File: src/rtl/flag_blinker_pkg.sv
// Shared definitions for the LED/buzzer blink pattern generator: state encoding,
// default timing constants and a parameter range helper.
package flag_blinker_pkg;

  localparam int STATE_W       = 2;
  localparam int DEF_ON_TICKS  = 8;
  localparam int DEF_OFF_TICKS = 8;
  localparam int DEF_BLINKS    = 3;
  localparam int DEF_CNT_W     = 8;
  localparam int DEF_BLK_W     = 4;

  typedef enum logic [STATE_W-1:0] {
    ST_IDLE = 2'd0,
    ST_ON   = 2'd1,
    ST_OFF  = 2'd2
  } blink_state_t;

  // A phase of `ticks` cycles is loaded as ticks-1, so it must fit in w bits.
  function automatic bit ticks_fit(input int ticks, input int w);
    return (ticks >= 1) && (longint'(ticks) <= (longint'(1) << w));
  endfunction

endpackage

File: src/rtl/flag_blinker_timer.sv
// Load/count-down phase timer; zero is high in the last cycle of a phase.
// Loading takes effect on the next edge; no flow control.
module flag_blinker_timer
  import flag_blinker_pkg::*;
#(
  parameter int CNT_W = DEF_CNT_W
) (
  input  logic             clk_d,
  input  logic             rst,
  input  logic             load,
  input  logic [CNT_W-1:0] load_val,
  output logic             zero
);

  logic [CNT_W-1:0] cnt;

  assign zero = (cnt == '0);

  // Holds at zero when idle so it never wraps.
  always_ff @(posedge clk_d) begin
    if (rst) begin
      cnt <= '0;
    end else if (load) begin
      cnt <= load_val;
    end else if (!zero) begin
      cnt <= cnt - 1'b1;
    end
  end

endmodule

File: src/rtl/flag_blinker.sv
// Turns a one-cycle event flag into BLINKS ON phases separated by OFF gaps, with busy/done.
// led rises one cycle after the flag; a flag while busy restarts the count at the next ON exit.
module flag_blinker
  import flag_blinker_pkg::*;
#(
  parameter int ON_TICKS  = DEF_ON_TICKS,
  parameter int OFF_TICKS = DEF_OFF_TICKS,
  parameter int BLINKS    = DEF_BLINKS,
  parameter int CNT_W     = DEF_CNT_W,
  parameter int BLK_W     = DEF_BLK_W
) (
  input  logic clk_d,
  input  logic rst,
  input  logic flag_in,
  output logic led,
  output logic busy,
  output logic done
);

  if (!ticks_fit(ON_TICKS, CNT_W)) begin : g_bad_on_ticks
    $error("flag_blinker: ON_TICKS out of range for CNT_W");
  end
  if (!ticks_fit(OFF_TICKS, CNT_W)) begin : g_bad_off_ticks
    $error("flag_blinker: OFF_TICKS out of range for CNT_W");
  end
  if (BLINKS < 1 || longint'(BLINKS) >= (longint'(1) << BLK_W)) begin : g_bad_blinks
    $error("flag_blinker: BLINKS must be at least 1 and fit in BLK_W");
  end

  localparam logic [CNT_W-1:0] ON_LOAD  = CNT_W'(ON_TICKS - 1);
  localparam logic [CNT_W-1:0] OFF_LOAD = CNT_W'(OFF_TICKS - 1);
  localparam logic [BLK_W-1:0] BLINKS_V = BLK_W'(BLINKS);

  blink_state_t     state;
  logic [BLK_W-1:0] blinks_left;
  logic [BLK_W-1:0] next_blinks;
  logic             restart_pending;
  logic             phase_zero;
  logic             load;
  logic [CNT_W-1:0] load_val;

  flag_blinker_timer #(
    .CNT_W(CNT_W)
  ) u_timer (
    .clk_d   (clk_d),
    .rst     (rst),
    .load    (load),
    .load_val(load_val),
    .zero    (phase_zero)
  );

  // blinks_left counts the ON phase in progress, so it is never zero while in ON.
  always_comb begin
    next_blinks = (restart_pending || flag_in) ? BLINKS_V : blinks_left - 1'b1;
    load        = 1'b0;
    load_val    = ON_LOAD;
    case (state)
      ST_IDLE: load = flag_in;
      ST_ON: begin
        load     = phase_zero && (next_blinks != '0);
        load_val = OFF_LOAD;
      end
      ST_OFF:  load = phase_zero;
      default: load = 1'b0;
    endcase
  end

  always_ff @(posedge clk_d) begin
    if (rst) begin
      state           <= ST_IDLE;
      led             <= 1'b0;
      busy            <= 1'b0;
      done            <= 1'b0;
      restart_pending <= 1'b0;
      blinks_left     <= '0;
    end else begin
      done <= 1'b0;
      case (state)
        ST_IDLE: begin
          if (flag_in) begin
            state       <= ST_ON;
            led         <= 1'b1;
            busy        <= 1'b1;
            blinks_left <= BLINKS_V;
          end
        end
        ST_ON: begin
          if (phase_zero) begin
            restart_pending <= 1'b0;
            blinks_left     <= next_blinks;
            led             <= 1'b0;
            if (next_blinks == '0) begin
              state <= ST_IDLE;
              busy  <= 1'b0;
              done  <= 1'b1;
            end else begin
              state <= ST_OFF;
            end
          end else if (flag_in) begin
            restart_pending <= 1'b1;
          end
        end
        ST_OFF: begin
          if (flag_in) begin
            restart_pending <= 1'b1;
          end
          if (phase_zero) begin
            state <= ST_ON;
            led   <= 1'b1;
          end
        end
        default: begin
          state <= ST_IDLE;
          led   <= 1'b0;
          busy  <= 1'b0;
        end
      endcase
    end
  end

endmodule

File: config.mk
export PLATFORM = sky130hd
export DESIGN_NAME = flag_blinker
export DESIGN_NICKNAME = d
export VERILOG_FILES = /design/src/rtl/flag_blinker_pkg.sv /design/src/rtl/flag_blinker_timer.sv /design/src/rtl/flag_blinker.sv
export SDC_FILE = /design/constraint.sdc
export NUM_CORES = 1
export LEC_CHECK = 0
export ABC_CLOCK_PERIOD_IN_PS = 1980
export CORE_ASPECT_RATIO = 1.5
export CORE_MARGIN = 3
export CORE_UTILIZATION = 45
export DETAILED_ROUTE_END_ITERATION = 6
export DONT_BUFFER_PORTS = 1
export HOLD_SLACK_MARGIN = 0.15
export PLACE_DENSITY_LB_ADDON = 0.05
export SLEW_MARGIN = 20
export SYNTH_ARGS = -nofsm -noshare
export SYNTH_HDL_FRONTEND = slang
export SYNTH_SLANG_ARGS = --single-unit
File: constraint.sdc
create_clock -name clk_d -period 1.98 [get_ports clk_d]
set_clock_uncertainty 0.15 [all_clocks]
set_input_delay 0.198 -clock clk_d [delete_from_list [all_inputs] [get_ports clk_d]]
set_output_delay 0.198 -clock clk_d [all_outputs]
set_load 0.01 [all_outputs]
==> metrics.txt <==
post-synthesis adder-cell area fraction=0.08685; Clock Latency Late Sink=0.29 ns; Worst VDD drop=0.0007821 V; crit path DAT=2.05 ns; DR vias=912; Tcrit/Tclk final=1.000; share of layout cells above drive strength 1=0.3359; pwr/cell area=1805 nW/µm²; vias in the first global route=930; highest cell delay on the worst timing path=0.51 ns; EDFF count, synth=0; io pins=6; Post-Route WL=2.385 mm; largest family of logic cells by synthesized area=simple AND/OR/NAND/NOR gates; reg2reg start=u_timer.cnt[1]$_SDFFE_PP0P_; DR WL/cell=15.59 µm; H-tree depth=1; routability congestion estimate from global placement=0.7565; CTS tree=yes; post-synth top area cell=dfxtp_1; area delta synth->final=25.68%; Hold Startpoint=flag_in; HP Class=primary input to flop; mux contribution to synthesized area=0.009926; Synth area leaders=dfxtp_1, ha_1, a21oi_1, nor2_1, nand2b_1; clk buf depth=2; Startpoint Class=flop; most common cell after layout, fill and taps aside=buf_4; relative slew slack=0.5611; Setup-failing EPs final=1; post-synthesis cell area=1008 µm²; I/O Buffers=0; predominant post-synthesis flop cell=dfxtp_1; fillcell total=189; clock sink count=18; Final Hold Fails=0; critical-path maximum fanout=6; Post-Syn Area per Cell=9.004 µm²; CP max-delay cell=or4b_4; outcome=complete, but fails checks; Mapped Cells=112; Pwr Total=2.287 mW; crit path kind=flop to flop; Avg Vias per Cell=5.961; post-DP HPWL=1.613 mm; Rows=20; Critical Path End Type=flop; Die ar.=2857 µm²; first-pass GRT wire length=3.981 mm; Max Cap Violations=0; gr usage total=0.1860; grt ovf=0; Post-DRT Antenna Nets=0; actual slew at the worst max-slew pin=0.6562 ns; LEAKAGE=0.4952 nW; die height=63.98 µm; initial antenna violation count=0; Ys Warns=0; DR iter-0 viols=18; Crit path required time=2.05 ns; Synth Area in Simple Gates=0.2481; Critical Path Start=u_timer.cnt[1]$_SDFFE_PP0P_; core area=2077 µm²; fraction of registers with async set/reset=0; cts bufs inserted=3; Die X=44.65 µm; fmax=504.8 MHz; residual DRC count=0; Synth cell types=40; most frequent cells in the layout=buf_4, dfxtp_1, nor2_1, a21oi_1, inv_1; Pins Over Slew Limit=0; number of synthesized register bits=18; Initial Util=0.4855; sequential fraction of the synthesis area=0.3573; setup ws final=-0.0008056 ns; unrepaired setup endpoints after global routing=yes; crit-path cells=inv_2 -> ha_4 -> or4b_4 -> nor3_4 -> nand2b_1 -> a311oi_2; Post-Synth XOR/XNOR Area=0.03474; Synthesized Nets=122; Layout Nets=142; total negative slack=-0.0008056 ns; number of diodes=0; largest net degree at the start of global routing=18; TritonRoute pass-1 iters=4; Final min period=1.981 ns; Root Buffer Master=clkbuf_4; Clk pin slew, worst setup/hold paths=0.11 ns; post-synth top area share=0.3573; failing checks=negative setup slack; Synth Area in Compound Gates=0.2258
## logic make-up after synthesis
family | Yosys count
AO/OA/AOI/OAI | 34
flip-flops | 18
AND/OR/NAND/NOR | 38
XOR/XNOR | 4
adder cells (fa/ha/maj) | 7
buffers and inverters | 10
multiplexers | 1
## through the flow
stage          std cells  utilization  instance area, µm²  hold WS [ns]  setup WS (ns)
4_1_cts              152       0.5813                1207        0.3401       0.009833
3_3_place_gp         143       0.5349                1111        0.1192        0.01670
2_1_floorplan        112            -                1008        0.2511        0.01858
3_5_place_dp         143       0.5349                1111        0.1221      -0.003533
5_1_grt              153       0.6102                1267        0.3600        -0.1058
6_report             153       0.6102                1267        0.3342     -0.0008056
## layer usage
layer  routed length, µm  GRT usage  vias up
li1                    -          -      455
met1                 973     0.2017      433
met2                1295     0.3327       18
met3                  84    0.03662        6
met4                  31    0.07547        0
met5                   0          0        -
## sequential cells by signal, indices dropped and copies added, names as in the netlist
name             cells
u_timer.cnt          8
led                  1
restart_pending      1
blinks_left          4
busy                 1
done                 1
state                2
## synth_stat cells, types with 2 or more instances
library cell	number
o31ai_1	3
o21a_1	2
nor2_1	9
xnor2_1	3
a31oi_1	3
nand2_1	2
nand2b_1	5
ha_1	7
a211oi_1	3
dfxtp_1	18
or4_1	3
clkbuf_1	2
o21ai_0	5
a21oi_1	11
a311oi_1	2
nor3_1	3
inv_1	8
## critical path: cells and delay by family, from the launching register on
family	cells	cell delay, ns
and+or+nand+nor	3	0.93
DFF	1	0.34
AOI/OAI and AO/OA	1	0.26
adders and majority gates	1	0.14
buffers and inverters	1	0.08
## layout make-up
type / count / area [µm²] / share of cell area
Tap cell: 22 / 27.53 / 0.02172
Multi-Input combinational cell: 84 / 671.9 / 0.5301
Clock buffer: 4 / 36.28 / 0.02863
Inverter: 8 / 30.03 / 0.02369
Sequential cell: 18 / 366.6 / 0.2892
Timing Repair Buffer: 17 / 135.1 / 0.1066
## worst paths after layout
path | endpoint | cells past startpoint | slack [ns]
worst max-delay path | blinks_left[3]$_SDFFE_PP0P_ | 6 | -0.0008
worst min-delay path | restart_pending$_SDFFE_PP0P_ | 3 | 0.33
worst max register to register | blinks_left[3]$_SDFFE_PP0P_ | 6 | -0.0008
worst min register to register | u_timer.cnt[6]$_SDFFE_PP0P_ | 2 | 0.36
## timing repair
| action | in CTS | in global routing |
|---|---|---|
| endpoints found under the setup margin | 3 | 9 |
| setup buffers | 3 | 1 |
| hold buffers | 2 | 0 |
| gates resized for setup | 5 | 16 |
| pin swaps | 2 | 7 |
| endpoints found under the hold margin | 18 | 0 |
| cloned | 0 | 0 |
## power by group
group          switching (mW)  total [mW]  internal, mW
registers               0.147       0.654         0.507
clock network           0.112       0.224         0.112
logic                   0.716        1.41         0.693
total                   0.975        2.29          1.31
(Power assumes the default switching activity.)
